--- src/rtl/rx_pkg.sv ---
// Shared types and constants for the RX sample-FIFO write-side controller.
package rx_pkg;

    typedef enum logic {
        ST_IDLE = 1'b0,
        ST_PACK = 1'b1
    } state_e;

    localparam logic [6:0] CFG_REG_ADDR = 7'd40;
    localparam int         MASK_LSB     = 0;
    localparam int         RUN_BIT      = 31;
    localparam int         NUM_CH       = 4;
    localparam int         SAMPLE_W     = 16;
    localparam int         WORD_W       = 2 * SAMPLE_W;
    // Worst case held: one residue half plus a full four-channel set.
    localparam int         HBUF_DEPTH   = NUM_CH + 1;

endpackage

--- src/rtl/rx_half_packer.sv ---
// Pairs 16-bit halves into 32-bit words (earlier half in [15:0]) and keeps an odd leftover as residue.
// Word visible the cycle after load; pop consumes two halves; flush drops everything incl. residue.
module rx_half_packer
    import rx_pkg::*;
(
    input  logic                            clk_i,
    input  logic                            rst_i,
    input  logic                            flush_i,
    input  logic                            load_i,
    input  logic [2:0]                      load_cnt_i,
    input  logic [NUM_CH-1:0][SAMPLE_W-1:0] load_halves_i,
    input  logic                            pop_i,
    output logic [WORD_W-1:0]               word_o,
    output logic                            word_vld_o,
    output logic [2:0]                      cnt_o
);

    logic [HBUF_DEPTH-1:0][SAMPLE_W-1:0] hbuf_q, hbuf_d;
    logic [2:0]                          cnt_q, cnt_d;
    logic [2:0]                          idx;

    always_comb begin
        hbuf_d = hbuf_q;
        cnt_d  = cnt_q;
        idx    = '0;
        if (flush_i) begin
            hbuf_d = '0;
            cnt_d  = '0;
        end else if (load_i) begin
            // New halves append behind any residue so it pairs with the first new sample.
            for (int i = 0; i < NUM_CH; i++) begin
                if (3'(i) < load_cnt_i) begin
                    idx = cnt_q + 3'(i);
                    if (idx < 3'(HBUF_DEPTH)) begin
                        hbuf_d[idx] = load_halves_i[i];
                    end
                end
            end
            cnt_d = cnt_q + load_cnt_i;
        end else if (pop_i && (cnt_q >= 3'd2)) begin
            hbuf_d = '0;
            for (int i = 0; i < HBUF_DEPTH - 2; i++) begin
                hbuf_d[i] = hbuf_q[i+2];
            end
            cnt_d = cnt_q - 3'd2;
        end
    end

    always_ff @(posedge clk_i or posedge rst_i) begin
        if (rst_i) begin
            hbuf_q <= '0;
            cnt_q  <= '0;
        end else begin
            hbuf_q <= hbuf_d;
            cnt_q  <= cnt_d;
        end
    end

    assign word_o     = {hbuf_q[1], hbuf_q[0]};
    assign word_vld_o = (cnt_q >= 3'd2);
    assign cnt_o      = cnt_q;

endmodule

--- src/rtl/rx_chan_sched.sv ---
// RX FIFO write controller: captures enabled channels on rxstrobe, packs two per word, flags overrun.
// First word one cycle after rxstrobe; on wr_fifo_full the rest of the set and the residue are dropped.
module rx_chan_sched
    import rx_pkg::*;
#(
    parameter int               LVL_W     = 12,
    parameter logic [LVL_W-1:0] PKT_WORDS = 12'd128,
    parameter logic [6:0]       REG_ADDR  = CFG_REG_ADDR
) (
    input  logic              rx_clk,
    input  logic              reset,
    input  logic [6:0]        serial_addr,
    input  logic [31:0]       serial_data,
    input  logic              serial_strobe,
    input  logic              rxstrobe,
    input  logic [15:0]       ch_0,
    input  logic [15:0]       ch_1,
    input  logic [15:0]       ch_2,
    input  logic [15:0]       ch_3,
    input  logic              clear_status,
    input  logic              wr_fifo_full,
    input  logic [LVL_W-1:0]  wr_fifo_level,
    output logic [31:0]       fifo_data,
    output logic              fill_fifo,
    output logic [3:0]        channels,
    output logic              have_pkt_rdy,
    output logic              rx_overrun
);

    state_e                          state_q, state_d;
    logic [NUM_CH-1:0]               channels_q, pend_mask_q;
    logic                            run_q, pend_run_q;
    logic                            ovr_q, ovr_d;
    logic                            pkt_rdy_q;

    logic                            cfg_wr;
    logic                            apply_cfg, load, pop, flush, fill, set_ovr;
    logic [NUM_CH-1:0][SAMPLE_W-1:0] ch_arr, ld_halves;
    logic [2:0]                      ld_cnt;
    logic [WORD_W-1:0]               pk_word;
    logic                            pk_word_vld;
    logic [2:0]                      pk_cnt;
    logic                            unused_cfg_bits;

    assign cfg_wr          = serial_strobe && (serial_addr == REG_ADDR);
    assign unused_cfg_bits = ^serial_data[RUN_BIT-1:MASK_LSB+NUM_CH];
    assign ch_arr          = {ch_3, ch_2, ch_1, ch_0};

    always_comb begin
        ld_halves = '0;
        ld_cnt    = '0;
        for (int i = 0; i < NUM_CH; i++) begin
            if (channels_q[i]) begin
                ld_halves[ld_cnt[1:0]] = ch_arr[i];
                ld_cnt                 = ld_cnt + 3'd1;
            end
        end
    end

    always_comb begin
        state_d   = state_q;
        apply_cfg = 1'b0;
        load      = 1'b0;
        pop       = 1'b0;
        flush     = 1'b0;
        fill      = 1'b0;
        set_ovr   = 1'b0;
        case (state_q)
            ST_IDLE: begin
                if (rxstrobe && run_q && (channels_q != '0)) begin
                    load    = 1'b1;
                    state_d = ST_PACK;
                end else if (!rxstrobe) begin
                    apply_cfg = 1'b1;
                    flush     = !pend_run_q;
                end
            end
            ST_PACK: begin
                set_ovr = rxstrobe;
                if (!pk_word_vld) begin
                    state_d = ST_IDLE;
                end else if (wr_fifo_full) begin
                    set_ovr = 1'b1;
                    flush   = 1'b1;
                    state_d = ST_IDLE;
                end else begin
                    fill = 1'b1;
                    pop  = 1'b1;
                    // Leave as the last pair goes out so a strobe 3 cycles later is accepted.
                    if (pk_cnt < 3'd4) begin
                        state_d = ST_IDLE;
                    end
                end
            end
            default: state_d = ST_IDLE;
        endcase
        ovr_d = set_ovr ? 1'b1 : (clear_status ? 1'b0 : ovr_q);
    end

    always_ff @(posedge rx_clk or posedge reset) begin
        if (reset) begin
            state_q     <= ST_IDLE;
            channels_q  <= '0;
            run_q       <= 1'b0;
            pend_mask_q <= '0;
            pend_run_q  <= 1'b0;
            ovr_q       <= 1'b0;
            pkt_rdy_q   <= 1'b0;
        end else begin
            state_q   <= state_d;
            ovr_q     <= ovr_d;
            pkt_rdy_q <= (wr_fifo_level >= PKT_WORDS);
            if (cfg_wr) begin
                pend_mask_q <= serial_data[MASK_LSB +: NUM_CH];
                pend_run_q  <= serial_data[RUN_BIT];
            end
            if (apply_cfg) begin
                channels_q <= pend_mask_q;
                run_q      <= pend_run_q;
            end
        end
    end

    rx_half_packer u_packer (
        .clk_i         (rx_clk),
        .rst_i         (reset),
        .flush_i       (flush),
        .load_i        (load),
        .load_cnt_i    (ld_cnt),
        .load_halves_i (ld_halves),
        .pop_i         (pop),
        .word_o        (pk_word),
        .word_vld_o    (pk_word_vld),
        .cnt_o         (pk_cnt)
    );

    assign fill_fifo    = fill;
    assign fifo_data    = fill ? pk_word : '0;
    assign channels     = channels_q;
    assign have_pkt_rdy = pkt_rdy_q;
    assign rx_overrun   = ovr_q;

endmodule

--- config.mk ---
export PLATFORM = sky130hd
export DESIGN_NAME = rx_chan_sched
export DESIGN_NICKNAME = d
export VERILOG_FILES = /design/src/rtl/rx_pkg.sv /design/src/rtl/rx_half_packer.sv /design/src/rtl/rx_chan_sched.sv
export SDC_FILE = /design/constraint.sdc
export NUM_CORES = 1
export LEC_CHECK = 0
export ABC_CLOCK_PERIOD_IN_PS = 4300
export BUFFER_PORTS_ARGS = -buffer_cell sky130_fd_sc_hd__buf_2
export CELL_PAD_IN_SITES_DETAIL_PLACEMENT = 2
export CELL_PAD_IN_SITES_GLOBAL_PLACEMENT = 2
export CORE_UTILIZATION = 33
export DETAILED_ROUTE_END_ITERATION = 12
export GPL_TIMING_DRIVEN = 0
export PLACE_DENSITY_LB_ADDON = 0.1
export SYNTH_ARGS = -nofsm -noshare
export SYNTH_HDL_FRONTEND = slang
export SYNTH_SLANG_ARGS = --single-unit
--- constraint.sdc ---
create_clock -name rx_clk -period 4.3 [get_ports rx_clk]
set_clock_uncertainty 0.1 [all_clocks]
set_input_delay 0.86 -clock rx_clk [delete_from_list [all_inputs] [get_ports rx_clk]]
set_output_delay 0.86 -clock rx_clk [all_outputs]
set_load 0.01 [all_outputs]
==> out/qor.csv <==
stage,metric,value,unit
outcome,outcome,"finished, final reports clean",
finish,final_cell_area,10800,um2
sta,setup_viol,0,
finish,layout_common_cells,"nand2_1, buf_2, dfrtp_1",
routing,viasPerCell,6.62,
yosys,synth_ff_type,dfrtp_1,
critical_path,rr_endpoint,u_packer.hbuf_q[63],
finish,fill_cells,3170,
yosys,synth_top_area_frac,0.264,
yosys,synth.distinct_cells,81,
placed_design,numPortBuffers,125,
power,total_leakage_power,4.34,nW
floorplanning,die-area,28300,um2
critical_path,critPathCapture,u_packer.hbuf_q[63],
clocking,cts_hold_repair.buffers,0,
floorplanning,die_y,168,um
global_route,grt_pass1_wl,74300,um
power,vdd_drop_max,159,uV
critical_path,cp-end-kind,flip-flop,
critical_path,crit_path_start,channels[1],
critical_path,rrSetupSlack,0.16,ns
finish,layout_commonest_cell,nand2_1,
clocking,cts.sinks,96,
global_route,first_global_vias,11392,
routing,wl_per_cell,30.2,um
finish,fin_cells,1655,
sta,fin_tns_setup,0,ns
floorplanning,core,27000,um2
placed_design,gp_congestion,0.958,
finish,diodes,0,
sta,fmax,0.241,GHz
floorplanning,num_rows,60,
yosys,yosys_warnings,0,
sta,fin_crit_sh,0.963,
clocking,cts_root_buffer,clkbuf_16,
sta,finalMaxSlewViolations,0,
yosys,netlist_instances,1168,
critical_path,cp_slowest_cell,clkbuf_1,
global_route,grt_antenna_before_repair,1,
critical_path,cp_cell_sequence,buf_2 -> clkbuf_4 -> inv_1 -> ha_1 -> nor3b_1 -> nor3_1 -> clkbuf_1 -> clkbuf_1 -> o21ai_0 -> a21oi_1 -> a22o_1,
floorplanning,fp.dieW,168,um
job,drv_cap,0,
global_route,track_usage,0.355,
global_route,grt_max_degree,56,
floorplanning,initial_utilization,0.337,
critical_path,cp_slowest_stage_delay,0.63,ns
critical_path,arrival,4.35,ns
finish,final_nets,1445,
yosys,synth.area.top_cells,"dfrtp_1, nand2_1, a21oi_1, o21ai_0, and2_1",
critical_path,start_kind,flip-flop,
sta,worstMarginPinSlew,1.16,ns
clocking,htree_levels,3,
yosys,synth-seq-cells,96,
finish,drive_gt1_frac,0.219,
yosys,syn_nets,1304,
yosys,synthArstFlopShare,1.00,
clocking,clkLatencyLatePin,0.37,ns
clocking,clk_pin_slew,0.08,ns
sta,fin_crit,4.14,ns
placed_design,dp_hpwl,39300,um
min_path,hold_depth,2,
critical_path,critPathBufInv,5,
critical_path,r2r_cells,11,
critical_path,crit_cells,11,
sta,relSlewSlack,0.221,
yosys,avgSynthCellArea,7.79,um2
floorplanning,ios,160,
yosys,yosysTopAreaCell,dfrtp_1,
critical_path,cp.required,4.51,ns
routing,first_pass_iters,7,
min_path,hp-class,reg -> reg,
critical_path,path_class,reg -> reg,
finish,syn2layout_area_growth,18.2,%
yosys,ys_seq_area_frac,0.264,
yosys,synth-edff-count,0,
routing,wl,50000,um
clocking,tritoncts,built,
clocking,numCtsBuffers,9,
global_route,grt_overflow,0,
critical_path,reg2reg_from,channels[1],
clocking,clock_path_buffers,2,
routing,drc,0,
placed_design,place_area,10200,um2
routing,vias,10958,
routing,drtIter0Drc,1095,
sta,final-hold-violation-count,0,
critical_path,crit_fanout,10,
power,power_density,311,nW/um2
placed_design,dp_cells,1635,
critical_path,path_delay_family,buffers and inverters,
routing,ant_nets,0,
yosys,netlist_area,9100,um2
critical_path,crit_top_cell,clkbuf_1,
-- area by class of cell --
class | instances | area (um2) | area share
buffer | 99 | 479 | 0.0445
clock buffer | 9 | 225 | 0.0209
clock inverter | 7 | 100 | 0.00930
inverter | 18 | 71.3 | 0.00663
multi-input combinational | 952 | 6350 | 0.590
sequential | 96 | 2410 | 0.224
tap | 341 | 427 | 0.0396
timing repair buffer | 133 | 706 | 0.0656
-- per-layer routing --
layer  track usage  up-vias  wire (um)
met1         0.476     5535      21500
met5             0        -          0
li1              -     4749          -
met3        0.0465      108       3930
met4         0.136        0       1640
met2         0.582      566      22900
-- stage by stage --
stage | worst slack (ns) | hold slack, ns | util | total power, W
after global placement | -0.974 | 0.382 | 0.376 | 0.00225
after CTS | 0.00417 | 0.423 | 0.395 | 0.00328
after global routing | -0.0194 | 0.445 | 0.398 | 0.00345
after detailed placement | -0.613 | 0.400 | 0.377 | 0.00229
after floorplan | 0.599 | 0.344 | - | 0.00182
final | 0.158 | 0.409 | 0.398 | 0.00334
-- synth_stat cells (all sizes together) (6+ instances only) --
| cell | instances |
|---|---|
| a211oi | 16 |
| a21oi | 81 |
| a221o | 14 |
| a221oi | 12 |
| a222oi | 29 |
| a22o | 30 |
| a22oi | 27 |
| a31oi | 41 |
| and2 | 58 |
| and3 | 7 |
| buf | 37 |
| clkbuf | 65 |
| dfrtp | 96 |
| ha | 14 |
| inv | 17 |
| mux2 | 28 |
| mux2i | 32 |
| nand2 | 154 |
| nand2b | 26 |
| nand3 | 39 |
| nand4 | 15 |
| nor2 | 69 |
| nor2b | 6 |
| nor3 | 14 |
| o211ai | 46 |
| o21a | 7 |
| o21ai | 78 |
| o221ai | 10 |
| o22ai | 28 |
| or2 | 8 |
-- flip-flops by register name, indices dropped and copies added, names as in the netlist --
name and cells:
channels 4, have_pkt_rdy 1, pend_run_q 1, u_packer.word_o 32
u_packer.hbuf_q 48, pend_mask_q 4, state_q 1, run_q 1
rx_overrun 1, u_packer.cnt_o 3
-- power breakdown --
part           internal (W)  switching, W
Combinational      0.000445      0.000864
Sequential         0.000970     0.0000848
Clock              0.000521      0.000458
Total               0.00194       0.00141
-- what timing repair did --
item                                    CTS  global route
pin swaps                                 2             2
endpoints found under the setup margin  116           101
setup buffers                             7             0
gates resized for setup                  34            31
-- worst register-to-register path, stage by stage (launching register included) --
cell and delay [ns]:
dfrtp_2 0.45, buf_2 0.27, clkbuf_4 0.29, inv_1 0.10, ha_1 0.25, nor3b_1 0.20, nor3_1 0.48, clkbuf_1 0.63
clkbuf_1 0.63, o21ai_0 0.26, a21oi_1 0.26, a22o_1 0.16
-- worst min path at each step --
stage              startpoint        endpoint  slack (ns)
2_1_floorplan  pend_mask_q[0]     channels[0]        0.34
3_3_place_gp   pend_mask_q[1]     channels[1]        0.38
3_5_place_dp   pend_mask_q[0]     channels[0]        0.40
4_1_cts        pend_mask_q[1]     channels[1]        0.42
5_1_grt        pend_mask_q[1]  pend_mask_q[1]        0.44
6_report       pend_mask_q[1]     channels[1]        0.41
-- cells by family (layout without fill, tap and decap cells) --
logic type	after synthesis	after routing	share of synthesized area
AOI/OAI and AO/OA	452	452	0.355
xor gates and xnor gates	6	6	0.00660
adders and majority gates	15	15	0.0214
buffers and inverters	120	266	0.0561
DFF	96	96	0.264
muxes	60	60	0.0702
and+or+nand+nor	419	419	0.227
Power figures use the tool's default switching activity.
